==> config.mk <==
export PLATFORM = sky130hd
export DESIGN_NAME = lfsr_stream_cipher
export DESIGN_NICKNAME = d
export VERILOG_FILES = /design/src/rtl/cipher_pkg.sv /design/src/rtl/galois_lfsr.sv /design/src/rtl/lfsr_stream_cipher.sv
export SDC_FILE = /design/constraint.sdc
export NUM_CORES = 1
export LEC_CHECK = 0
export CAP_MARGIN = 40
export CORE_UTILIZATION = 55
export CTS_CLUSTER_DIAMETER = 80
export DETAILED_ROUTE_END_ITERATION = 16
export GPL_ROUTABILITY_DRIVEN = 0
export HOLD_SLACK_MARGIN = 0.02
export PLACE_DENSITY_LB_ADDON = 0.3
export SYNTH_ARGS = -nofsm -noshare
export SYNTH_HDL_FRONTEND = slang
export SYNTH_SLANG_ARGS = --single-unit
==> constraint.sdc <==
create_clock -name clk -period 5.1 [get_ports clk]
set_input_delay 1.02 -clock clk [delete_from_list [all_inputs] [get_ports clk]]
set_output_delay 1.02 -clock clk [all_outputs]
set_load 0.02 [all_outputs]
==> src/rtl/cipher_pkg.sv <==
// Shared constants for the LFSR substitution stream cipher: FSM state
// encoding, mode encoding and the default parameter values.
package cipher_pkg;

  localparam logic [0:0] ST_IDLE = 1'b0;
  localparam logic [0:0] ST_RUN  = 1'b1;

  localparam logic MODE_ENC = 1'b0;
  localparam logic MODE_DEC = 1'b1;

  localparam logic [7:0]  DEF_SYM_BASE     = 8'h20;
  localparam int          DEF_SYM_N        = 95;
  localparam int          DEF_K_BITS       = 7;
  localparam logic [15:0] DEF_TAPS         = 16'hB400;
  localparam logic [15:0] DEF_SEED_DEFAULT = 16'hACE1;

endpackage

==> src/rtl/galois_lfsr.sv <==
// Galois LFSR with loadable seed. A zero seed would lock the register at
// zero forever, so it is replaced by SEED_DEFAULT on load.
module galois_lfsr #(
  parameter int                LFSR_W       = 16,
  parameter logic [LFSR_W-1:0] TAPS         = LFSR_W'(16'hB400),
  parameter logic [LFSR_W-1:0] SEED_DEFAULT = LFSR_W'(16'hACE1)
) (
  input  logic              clk,
  input  logic              rst,
  input  logic              load,
  input  logic [LFSR_W-1:0] load_val,
  input  logic              step,
  output logic [LFSR_W-1:0] state
);

  // Reset and load take priority over stepping; a step shifts right and
  // folds the feedback mask in when the bit shifted out was one.
  always_ff @(posedge clk) begin
    if (rst) begin
      state <= SEED_DEFAULT;
    end else if (load) begin
      state <= (load_val == '0) ? SEED_DEFAULT : load_val;
    end else if (step) begin
      state <= (state >> 1) ^ (state[0] ? TAPS : '0);
    end
  end

endmodule

==> src/rtl/lfsr_stream_cipher.sv <==
// LFSR substitution stream cipher. Characters inside the symbol table are
// rotated by a keystream value taken from the LFSR; everything else passes
// through untouched. Single output register with valid/ready handshakes.
module lfsr_stream_cipher
  import cipher_pkg::*;
#(
  parameter int                LFSR_W       = 16,
  parameter logic [LFSR_W-1:0] TAPS         = LFSR_W'(DEF_TAPS),
  parameter logic [LFSR_W-1:0] SEED_DEFAULT = LFSR_W'(DEF_SEED_DEFAULT),
  parameter logic [7:0]        SYM_BASE     = DEF_SYM_BASE,
  parameter int                SYM_N        = DEF_SYM_N,
  parameter int                K_BITS       = DEF_K_BITS
) (
  input  logic              clk,
  input  logic              rst,
  input  logic              seed_load,
  input  logic [LFSR_W-1:0] seed,
  input  logic              mode,
  input  logic              in_valid,
  output logic              in_ready,
  input  logic [7:0]        in_data,
  output logic              out_valid,
  input  logic              out_ready,
  output logic [7:0]        out_data,
  output logic              out_in_table,
  output logic [15:0]       char_count,
  output logic              running
);

  localparam logic [8:0] N9 = 9'(SYM_N);

  logic [0:0]        state;
  logic [LFSR_W-1:0] lfsr;
  logic              in_fire;
  logic              in_table;
  logic              lfsr_step;
  logic [7:0]        idx;
  logic [8:0]        kr9;
  logic [8:0]        k9;
  logic [8:0]        enc_sum;
  logic signed [8:0] dec_diff;
  logic [8:0]        o9;
  logic [7:0]        sub_char;

  galois_lfsr #(
    .LFSR_W      (LFSR_W),
    .TAPS        (TAPS),
    .SEED_DEFAULT(SEED_DEFAULT)
  ) u_lfsr (
    .clk     (clk),
    .rst     (rst),
    .load    (seed_load),
    .load_val(seed),
    .step    (lfsr_step),
    .state   (lfsr)
  );

  // Accept input only in RUN, never during a reseed, and only when the
  // output register is empty or being drained this cycle.
  always_comb begin
    running   = (state == ST_RUN);
    in_ready  = running && !seed_load && (!out_valid || out_ready);
    in_fire   = in_valid && in_ready;
    lfsr_step = in_fire && in_table;
  end

  // Table lookup and modular rotation; the keystream uses the LFSR value
  // before it steps, so the first character after a load uses the seed.
  always_comb begin
    idx      = in_data - SYM_BASE;
    in_table = (in_data >= SYM_BASE) && ({1'b0, idx} < N9);
    kr9      = 9'(lfsr[K_BITS-1:0]);
    k9       = (kr9 >= N9) ? (kr9 - N9) : kr9;
    enc_sum  = {1'b0, idx} + k9;
    dec_diff = $signed({1'b0, idx}) - $signed(k9);
    if (mode == MODE_DEC) begin
      o9 = dec_diff[8] ? ($unsigned(dec_diff) + N9) : $unsigned(dec_diff);
    end else begin
      o9 = (enc_sum >= N9) ? (enc_sum - N9) : enc_sum;
    end
    sub_char = SYM_BASE + o9[7:0];
  end

  // FSM, output register and in-table counter. A reseed flushes any
  // pending output; a new input overwrites the register even while the
  // previous character is being consumed.
  always_ff @(posedge clk) begin
    if (rst) begin
      state        <= ST_IDLE;
      out_valid    <= 1'b0;
      out_data     <= 8'h00;
      out_in_table <= 1'b0;
      char_count   <= 16'h0000;
    end else if (seed_load) begin
      state      <= ST_RUN;
      out_valid  <= 1'b0;
      char_count <= 16'h0000;
    end else if (in_fire) begin
      out_valid    <= 1'b1;
      out_data     <= in_table ? sub_char : in_data;
      out_in_table <= in_table;
      if (in_table) begin
        char_count <= char_count + 16'd1;
      end
    end else if (out_valid && out_ready) begin
      out_valid <= 1'b0;
    end
  end

endmodule

==> results.ini <==
[status]
status=complete, no violations

[drt]
vias=3671
wl_um=9660
drtIter0Drc=311
routedWlPerCell_um=16.5
avgViaCountPerCell=6.26
drc=0
drtAntennaViolNets=0
drt_first_pass_iters=5

[synth]
synth_area_um2=3540
synth-seq-cells=43
yosysTopAreaCellShare_pct=24.3
synth_edf_count=0
yosys_warnings=0
synth.avg_cell_area_um2=7.62
yosysSeqAreaShare_pct=24.3
synth_cell_types=73
synth_top_area_cell=dfxtp_1
ys_top_cells_by_area=dfxtp_1 (24%), ha_1 (7.8%), nor2_1 (5.4%)
synth-async-reset-ratio_pct=0
synthesis.nets=519
netlist_instances=465
synthFlopType=dfxtp_1

[finish]
diodes=0
design_area_um2=4270
drive_above_1_share_pct=5.87
areaGrowthSynthToFinish_pct=20.3
fillers=502
final_core_util_pct=70.4
finalNetCount=564

[flow_run]
drv_cap=0

[critical_path]
critical_path_required_ns=5.29
worstSetupPathType=flop to flop
cp_max_fo=8
cp-end-kind=flop
ff2ff_path_depth=16
critPathArrivalTime_ns=4.78
start_kind=flop

[clock_tree]
clock-sinks=43
postCtsSetupBuffers=0
cts_tree=built
htreeDepth=2
cts_resized=0
path_clk_slew_ns=0.08
clk_latency_ns=0.30
clockRootBuffer=clkbuf_8
clk_path_buf_depth=2
cts_buffers=5
cts_hold_buf=0

[pwr]
p_leak_nw=1.64
vdd_ir_drop_max_uv=209
seqPwrFrac_pct=33.7
p_per_area_nw_per_um2=251
p_sw_mw=0.385
power_frac_comb_pct=40.5
pwr-share-clk_pct=25.8
swShare_pct=35.9
report.power.total_mw=1.07
internal-power_mw=0.687

[global_route]
grt_pass1_vias=3326
grt_overflow=0
antenna_found_initial=0
grt_start_max_net_pins=29
track_usage_pct=29.7
grt_pass1_wl_um=15300

[placement]
hpwl_um=7390
numPortBuffers=57
placed_cell_area_um2=4150

[sta]
fin_setup_tns_ns=0
finalHoldViolations=0
max_freq_mhz=218
tightest_slew_ns=0.774
relSlewSlack_pct=48.2
hold-worst-slack_ns=0.485
skew_ns=0.00549
grt_setup_unrepaired=false
setup_violations=0
fin_crit_sh_pct=90.1
final-max-slew-violation-count=0
fin_crit_ns=4.59

[die]
boundaryPins=58
die_area_um2=6770
rows=28
fp.dieW_um=82.3
start_util_pct=58.5
die_height_um=82.3
coreArea_um2=6060

[worst_hold_path]
hold_path_class=flop to flop
hold_depth=2

[power by group through the flow]
stage	registers (mW)	clock network (mW)	logic [mW]
after floorplan	0.368	0	0.316
after global placement	0.368	0	0.410
after detailed placement	0.368	0	0.424
after CTS	0.361	0.280	0.427
after global routing	0.363	0.293	0.478
final	0.361	0.277	0.435
[worst max-delay path, stage by stage, from the launching register on]
cell and delay [ns]:
dfxtp_1 0.43, ha_1 0.30, and4_1 0.24, o21ai_0 0.33, mux2_2 0.43, inv_1 0.11
fa_1 0.30, nor2b_4 0.06, o211ai_1 0.42, nor2_1 0.14, a211oi_1 0.59, nor2_1 0.08
o211ai_1 0.20, nand3_1 0.14, ha_1 0.33, a221oi_1 0.29, nor3_1 0.07
[cells in the final DEF (no fill, tap or decap), drive strengths merged, types with 6 or more instances in the layout]
cell type | synthesis | layout
xor2 | 18 | 18
or2 | 6 | 6
o21ai | 25 | 25
a211oi | 6 | 6
xnor2 | 14 | 14
nor2 | 51 | 51
dfxtp | 43 | 43
a211o | 6 | 6
nor3 | 21 | 21
and3 | 9 | 9
nand3 | 15 | 15
inv | 20 | 20
clkdlybuf4s50 | 0 | 57
ha | 22 | 22
nand2 | 40 | 40
nor2b | 7 | 7
nand4 | 9 | 9
clkbuf | 11 | 6
a21oi | 38 | 38
[path summary, 6_finish.rpt]
path | from | to | slack (ns)
min reg2reg | u_lfsr.state[7]$_SDFFE_PP1P_ | u_lfsr.state[7]$_SDFFE_PP1P_ | 0.48
max reg2reg | u_lfsr.state[0]$_SDFFE_PP1P_ | out_data[6]$_SDFFE_PP0P_ | 0.51
max | u_lfsr.state[0]$_SDFFE_PP1P_ | out_data[6]$_SDFFE_PP0P_ | 0.51
min | u_lfsr.state[7]$_SDFFE_PP1P_ | u_lfsr.state[7]$_SDFFE_PP1P_ | 0.48
[sequential cells by signal (all words and copies together), names as in the netlist]
register,count
char_count,16
out_in_table,1
running,1
out_valid,1
u_lfsr.state,16
out_data,8
[Yosys cell counts (all sizes together), types with 11 or more instances]
cell	count
nand3	15
nor3	21
a21oi	38
xnor2	14
xor2	18
clkbuf	11
inv	20
dfxtp	43
nand2	40
buf	12
o21ai	25
ha	22
nor2	51
[area by class of cell]
cell class                      count  area [µm²]  share of cell area (%)
Clock buffer                        6        82.6                    1.94
Clock inverter                      2        35.0                   0.821
Inverter                           20        75.1                    1.76
Multi-Input combinational cell    379        2510                    58.8
Sequential cell                    43         861                    20.2
Tap cell                           75        93.8                    2.20
Timing Repair Buffer               61         608                    14.3
[metal layers]
metal  up-vias  part of all wire, %  GRT usage (%)
met4         0                  2.5           9.47
li1       1779                    -              -
met3        21                  5.9           5.60
met1      1739                   43           36.9
met2       132                   49           51.2
met5         -                    0              0
[cells by family (layout without fill, tap and decap cells)]
group           count (synthesis)  after routing  share of synthesized area (%)
buf+inv                        43             89                           5.26
compound gates                127            127                           24.9
flops                          43             43                           24.3
mux                             6              6                           1.80
fa+ha+maj                      24             24                           8.90
simple gates                  190            190                           27.0
xor+xnor                       32             32                           7.91
[per-stage QoR]
stage,setup slack (ns),instances
after detailed placement,0.222,578
after CTS,0.538,586
final,0.506,586
after floorplan,1.15,465
after global routing,0.185,586
after global placement,0.389,577
Power figures use the tool's default switching activity.
